## config.mk

```make
export PLATFORM = sky130hd
export DESIGN_NAME = hdmi_timing_ctrl
export DESIGN_NICKNAME = d
export VERILOG_FILES = /design/src/rtl/video_timing_pkg.sv /design/src/rtl/timing_axis_cnt.sv /design/src/rtl/hdmi_timing_ctrl.sv
export SDC_FILE = /design/constraint.sdc
export NUM_CORES = 1
export LEC_CHECK = 0
export ABC_CLOCK_PERIOD_IN_PS = 3200
export CAP_MARGIN = 30
export CORE_MARGIN = 2
export CORE_UTILIZATION = 47
export CTS_BUF_LIST = sky130_fd_sc_hd__clkbuf_16
export CTS_CLUSTER_SIZE = 40
export DETAILED_ROUTE_END_ITERATION = 12
export GPL_TIMING_DRIVEN = 0
export PLACE_DENSITY_LB_ADDON = 0.05
export SYNTH_ARGS = -nofsm -noshare
export SYNTH_HDL_FRONTEND = slang
export SYNTH_HIERARCHICAL = 1
export SYNTH_SLANG_ARGS = --single-unit
```

## constraint.sdc

```tcl
create_clock -name i_pix_clk -period 3.2 [get_ports i_pix_clk]
set_input_delay 0.32 -clock i_pix_clk [delete_from_list [all_inputs] [get_ports i_pix_clk]]
set_output_delay 0.32 -clock i_pix_clk [all_outputs]
set_load 0.01 [all_outputs]
```

## src/rtl/video_timing_pkg.sv

```systemverilog
// Shared 1280x720@60 timing constants, FSM/region types and the underflow colour-bar lookup
// for the HDMI timing controller.
package video_timing_pkg;

  localparam int VT_H_ACTIVE = 1280;
  localparam int VT_H_FP     = 110;
  localparam int VT_H_SYNC   = 40;
  localparam int VT_H_BP     = 220;
  localparam int VT_V_ACTIVE = 720;
  localparam int VT_V_FP     = 5;
  localparam int VT_V_SYNC   = 5;
  localparam int VT_V_BP     = 20;

  typedef enum logic [1:0] {IDLE, RUN, DRAIN} vt_state_e;

  // Region order along either axis; prefixed so they never collide with the axis parameters.
  typedef enum logic [1:0] {RGN_ACTIVE, RGN_FP, RGN_SYNC, RGN_BP} vt_region_e;

  // Pixels are {ch2,ch1,ch0} = {R,G,B}.
  function automatic logic [23:0] vt_bar_color(input logic [2:0] idx);
    logic [23:0] c;
    case (idx)
      3'd0:    c = 24'hFFFFFF;
      3'd1:    c = 24'hFFFF00;
      3'd2:    c = 24'h00FFFF;
      3'd3:    c = 24'h00FF00;
      3'd4:    c = 24'hFF00FF;
      3'd5:    c = 24'hFF0000;
      3'd6:    c = 24'h0000FF;
      default: c = 24'h000000;
    endcase
    return c;
  endfunction

endpackage

```

## src/rtl/timing_axis_cnt.sv

```systemverilog
// One video timing axis: counts 0..ACT+FP+SYNC+BP-1 on inc_i, reports the current region
// and a wrap strobe on the increment that returns the count to 0.
module timing_axis_cnt
  import video_timing_pkg::*;
#(
  parameter int ACT  = 8,
  parameter int FP   = 2,
  parameter int SYNC = 3,
  parameter int BP   = 3,
  localparam int TOTAL = ACT + FP + SYNC + BP,
  localparam int CW    = $clog2(TOTAL)
) (
  input  logic          clk_i,
  input  logic          rst_n_i,
  input  logic          clr_i,
  input  logic          inc_i,
  output logic [CW-1:0] count_o,
  output vt_region_e    region_o,
  output logic          wrap_o
);

  localparam logic [CW-1:0] LAST = CW'(TOTAL - 1);

  logic [CW-1:0] cnt_q, cnt_d;

  assign wrap_o  = inc_i && (cnt_q == LAST);
  assign count_o = cnt_q;

  always_comb begin
    cnt_d = cnt_q;
    if (clr_i) begin
      cnt_d = '0;
    end else if (inc_i) begin
      cnt_d = wrap_o ? '0 : cnt_q + CW'(1);
    end
  end

  always_comb begin
    if (cnt_q < CW'(ACT)) begin
      region_o = RGN_ACTIVE;
    end else if (cnt_q < CW'(ACT + FP)) begin
      region_o = RGN_FP;
    end else if (cnt_q < CW'(ACT + FP + SYNC)) begin
      region_o = RGN_SYNC;
    end else begin
      region_o = RGN_BP;
    end
  end

  always_ff @(posedge clk_i) begin
    if (!rst_n_i) begin
      cnt_q <= '0;
    end else begin
      cnt_q <= cnt_d;
    end
  end

endmodule

```

## src/rtl/hdmi_timing_ctrl.sv

```systemverilog
// HDMI video timing sequencer: sync/blank generation and pixel fetch over valid/ready.
// Build option TEST_PATTERN_EN: underflow slots show 8 vertical colour bars instead of black.
module hdmi_timing_ctrl
  import video_timing_pkg::*;
#(
  parameter int H_ACTIVE = VT_H_ACTIVE,
  parameter int H_FP     = VT_H_FP,
  parameter int H_SYNC   = VT_H_SYNC,
  parameter int H_BP     = VT_H_BP,
  parameter int V_ACTIVE = VT_V_ACTIVE,
  parameter int V_FP     = VT_V_FP,
  parameter int V_SYNC   = VT_V_SYNC,
  parameter int V_BP     = VT_V_BP,
  parameter bit HS_POL   = 1'b1,
  parameter bit VS_POL   = 1'b1
) (
  input  logic        i_pix_clk,
  input  logic        reset_n_in,
  input  logic        i_enable,
  input  logic [23:0] i_pix_data,
  input  logic        i_pix_valid,
  output logic        o_pix_ready,
  input  logic        i_clr_underflow,
  output logic        o_hsync,
  output logic        o_vsync,
  output logic        o_blanking,
  output logic [7:0]  o_data_ch0,
  output logic [7:0]  o_data_ch1,
  output logic [7:0]  o_data_ch2,
  output logic        o_frame_start,
  output logic        o_underflow
);

  // state | meaning
  // IDLE  | counters held at 0, outputs at reset levels
  // RUN   | frames generated back to back
  // DRAIN | enable dropped; finish the current frame, then IDLE

  localparam int HW = $clog2(H_ACTIVE + H_FP + H_SYNC + H_BP);
  localparam int VW = $clog2(V_ACTIVE + V_FP + V_SYNC + V_BP);

  vt_state_e     state_q, state_d;
  logic          running, h_wrap, v_wrap, frame_end;
  logic [HW-1:0] h_cnt;
  logic [VW-1:0] v_cnt;
  vt_region_e    h_rgn, v_rgn;
  logic [23:0]   fill_px;

  logic        hsync_q, hsync_d, vsync_q, vsync_d, blank_q, blank_d;
  logic        fs_q, fs_d, uf_q, uf_d;
  logic [23:0] pix_q, pix_d;

  assign running   = (state_q != IDLE);
  assign frame_end = h_wrap && v_wrap;

  timing_axis_cnt #(.ACT(H_ACTIVE), .FP(H_FP), .SYNC(H_SYNC), .BP(H_BP)) u_h_axis (
    .clk_i   (i_pix_clk),
    .rst_n_i (reset_n_in),
    .clr_i   (!running),
    .inc_i   (running),
    .count_o (h_cnt),
    .region_o(h_rgn),
    .wrap_o  (h_wrap)
  );

  timing_axis_cnt #(.ACT(V_ACTIVE), .FP(V_FP), .SYNC(V_SYNC), .BP(V_BP)) u_v_axis (
    .clk_i   (i_pix_clk),
    .rst_n_i (reset_n_in),
    .clr_i   (!running),
    .inc_i   (h_wrap),
    .count_o (v_cnt),
    .region_o(v_rgn),
    .wrap_o  (v_wrap)
  );

  always_comb begin
    state_d = state_q;
    unique case (state_q)
      IDLE:    if (i_enable) state_d = RUN;
      RUN:     if (!i_enable) state_d = frame_end ? IDLE : DRAIN;
      DRAIN: begin
        if (i_enable) begin
          state_d = RUN;
        end else if (frame_end) begin
          state_d = IDLE;
        end
      end
      default: state_d = IDLE;
    endcase
  end

  // Ready implies running, so it doubles as "this slot is active video".
  assign o_pix_ready = running && (h_rgn == RGN_ACTIVE) && (v_rgn == RGN_ACTIVE);

`ifdef TEST_PATTERN_EN
  assign fill_px = vt_bar_color(3'((int'(h_cnt) * 8) / H_ACTIVE));
`else
  assign fill_px = 24'h000000;
`endif

  always_comb begin
    hsync_d = (running && (h_rgn == RGN_SYNC)) ? HS_POL : ~HS_POL;
    vsync_d = (running && (v_rgn == RGN_SYNC)) ? VS_POL : ~VS_POL;
    blank_d = !o_pix_ready;
    pix_d   = '0;
    if (o_pix_ready) begin
      pix_d = i_pix_valid ? i_pix_data : fill_px;
    end
    fs_d = o_pix_ready && (h_cnt == '0) && (v_cnt == '0);
    uf_d = uf_q;
    if (o_pix_ready && !i_pix_valid) begin
      uf_d = 1'b1;
    end else if (i_clr_underflow) begin
      uf_d = 1'b0;
    end
  end

  always_ff @(posedge i_pix_clk) begin
    if (!reset_n_in) begin
      state_q <= IDLE;
      hsync_q <= ~HS_POL;
      vsync_q <= ~VS_POL;
      blank_q <= 1'b1;
      pix_q   <= '0;
      fs_q    <= 1'b0;
      uf_q    <= 1'b0;
    end else begin
      state_q <= state_d;
      hsync_q <= hsync_d;
      vsync_q <= vsync_d;
      blank_q <= blank_d;
      pix_q   <= pix_d;
      fs_q    <= fs_d;
      uf_q    <= uf_d;
    end
  end

  assign o_hsync       = hsync_q;
  assign o_vsync       = vsync_q;
  assign o_blanking    = blank_q;
  assign o_data_ch0    = pix_q[7:0];
  assign o_data_ch1    = pix_q[15:8];
  assign o_data_ch2    = pix_q[23:16];
  assign o_frame_start = fs_q;
  assign o_underflow   = uf_q;

endmodule

```

==> results.json <==
{
  "nNetsFinal": 317,
  "synth_top_area_share": 0.487,
  "max_cap_viol_count": 0,
  "clk_pin_slew_ns": 0.07,
  "drc": 0,
  "p_comb_frac": 0.070,
  "switchingPower_mw": 0.268,
  "swShare": 0.210,
  "initial_core_util": 0.491,
  "hpwlAfterDp_um": 2930,
  "synth_cells": 218,
  "min_period_ns": 2.69,
  "worstHoldPathType": "reg -> reg",
  "setup_ws_ns": 0.508,
  "max_slew_margin": 0.553,
  "portBuffers": 58,
  "ys_seq_area_frac": 0.487,
  "hold_buffers": 0,
  "syn-cell-area_mm2": 0.00214,
  "gp_congestion": 0.784,
  "finalSetupTns_ns": 0,
  "cp_max_fo": 6,
  "fp.coreArea_mm2": 0.00435,
  "drv_slew": 0,
  "async_reset_ff_frac": 0,
  "start_kind": "flop",
  "clock_latency_ns": 0.29,
  "crit_arrival_ns": 2.37,
  "fin_skew_ns": 0.00613,
  "ctsHtreeMaxLevel": 2,
  "ctsLongestPathBuffers": 2,
  "ys.flop_type": "dfxtp_1",
  "wl_per_cell_um": 11.8,
  "cts_buffers": 5,
  "tightest_slew_ns": 0.664,
  "rsz0062_at_grt": "no",
  "via_per_inst": 4.95,
  "postCtsSetupBuffers": 0,
  "grt_usage": 0.172,
  "drtAntennaViolNets": 0,
  "setup_viol": 0,
  "postRouteWirelength_um": 3960,
  "drive_above_1_share": 0.0986,
  "power_density_mw_per_mm2": 435,
  "die_h_um": 71.5,
  "num_rows": 24,
  "grt_pass1_vias": 1571,
  "grt_overflow": 0,
  "p_seq_frac": 0.518,
  "hold_viol": 0,
  "num-fill-cells": 370,
  "required_ns": 2.88,
  "max_freq_ghz": 0.372,
  "cts_root_buf": "clkbuf_16",
  "io_pins": 59,
  "syn-num-nets": 252,
  "fin_crit_sh": 0.841,
  "fp.dieW_um": 71.5,
  "status": "finished clean",
  "die_area_mm2": 0.00511,
  "syn_to_final_growth_pct": 37.3,
  "crit_path_end_kind": "primary output",
  "antenna_found_initial": 0,
  "cts_resized": 0,
  "p_int_mw": 1.01,
  "first_pass_iters": 4,
  "vias": 1663,
  "grt_start_max_net_pins": 18,
  "tritoncts": "yes",
  "yosys_warnings": 6,
  "syn_avg_cell_area_um2": 9.81,
  "drt-initial-drc-count": 157,
  "ys_ff_latch": 52,
  "dp_slack_ns": 0.347,
  "crit_type": "reg -> out",
  "final_cells": 336,
  "grt_pass1_wl_um": 7010,
  "synth.area.top_cells": "dfxtp_1 (49%), and2_1 (7.0%), xor2_1 (4.5%)",
  "p_leak_nw": 1.13,
  "place_inst": 328,
  "irDropWorstVdd_uv": 247,
  "clkSinkCount": 52,
  "synth_cell_type_count": 42,
  "yosys.area.top_type": "dfxtp_1",
  "synth_edf_count": 0,
  "diodes": 0,
  "clkPwrFrac": 0.412
}
-- cell families (layout without fill, tap and decap cells) --
family	count (synthesis)	count (layout)	share of synthesized area
AND/OR/NAND/NOR	107	107	0.305
AO/OA/AOI/OAI	20	20	0.0591
flip-flops	52	52	0.487
buffers and inverters	16	82	0.0456
adder cells (fa/ha/maj)	5	5	0.0293
XOR/XNOR	18	18	0.0737
-- path summary, 6_finish.rpt --
path	from	to	slack, ns	depth (start not counted)
max reg2reg	u_v_axis/count_o[0]	pix_q[3]	0.75	10
min	o_underflow	o_underflow	0.49	2
min reg2reg	o_underflow	o_underflow	0.49	2
max	u_v_axis/count_o[0]	o_pix_ready	0.51	9
-- layout make-up --
| class | count | area [um^2] | area share |
|---|---|---|---|
| Buffer | 6 | 60.1 | 0.0205 |
| Clock buffer | 5 | 125 | 0.0426 |
| Clock inverter | 3 | 22.5 | 0.00767 |
| Inverter | 10 | 37.5 | 0.0128 |
| Multi-Input combinational cell | 150 | 1000 | 0.340 |
| Sequential cell | 52 | 1040 | 0.355 |
| Tap cell | 52 | 65.1 | 0.0222 |
| Timing Repair Buffer | 58 | 583 | 0.199 |
-- sequential cells by signal, indices dropped and copies added (netlist names) --
register and flops:
o_blanking 1, o_frame_start 1, o_hsync 1, o_underflow 1
o_vsync 1, pix_q 24, state_q 2, u_h_axis/count_o 11
u_v_axis/count_o 10
-- cells in the final DEF (no fill, tap or decap), types with 2 or more instances in the layout --
cell type / instances
clkdlybuf4s50_1: 57
xnor2_1: 7
and2_1: 24
and4_1: 4
nand2_1: 12
buf_4: 2
nor3b_1: 3
nand4b_1: 2
nand2b_1: 7
nand4_1: 5
xor2_1: 11
nor3_1: 2
a21oi_1: 7
nor2_2: 4
ha_1: 5
dfxtp_1: 50
buf_6: 4
dfxtp_2: 2
inv_1: 10
nor4_1: 4
and3_1: 4
clkbuf_16: 5
nor2_1: 17
o21ai_0: 4
nand3b_1: 3
nand3_1: 6
-- power by group through the flow --
stage                     Clock [mW]  Combinational (mW)  Sequential [mW]
after floorplan                    0              0.0280            0.681
after global placement             0              0.0906            0.676
after detailed placement           0              0.0912            0.677
after CTS                      0.545              0.0918            0.661
after global routing           0.574              0.0994            0.662
final                          0.526              0.0900            0.661
-- critical path, cell delays in order, from the launching register on --
cell	delay, ns
dfxtp_2	0.38
inv_1	0.07
ha_1	0.20
nor2b_1	0.13
o21ai_0	0.09
a211oi_1	0.23
nor3b_1	0.10
or4_4	0.59
nor2_1	0.11
dlymetal6s2s_1	0.19
-- synthesized netlist by cell type (2+ instances only) --
master,count
dfxtp_1,52
and2_1,24
nor2_1,17
nand2_1,12
xor2_1,11
inv_1,10
a21oi_1,7
nand2b_1,7
xnor2_1,7
nand3_1,6
ha_1,5
nand4_1,5
and3_1,4
and4_1,4
buf_6,4
nor2_2,4
nor4_1,4
o21ai_0,4
nand3b_1,3
nor3b_1,3
buf_4,2
nand4b_1,2
nor3_1,2
-- per-stage QoR --
step                total power, mW  hold slack (ns)  utilization  instance area, um^2
finish                         1.28            0.488        0.674                 2940
CTS                            1.30            0.491        0.673                 2930
detailed placement            0.768            0.477        0.639                 2780
global placement              0.767            0.474        0.639                 2780
floorplan                     0.709            0.408            -                 2140
global route                   1.34            0.513        0.674                 2940
-- routing by layer --
layer	global-route usage	up-vias	share of wire
met4	0.0503	0	0.0063
met3	0.0830	2	0.095
met5	0	-	0
met1	0.226	751	0.46
li1	-	864	-
met2	0.250	46	0.44
Note: power is estimated with default switching activity, not from simulation.
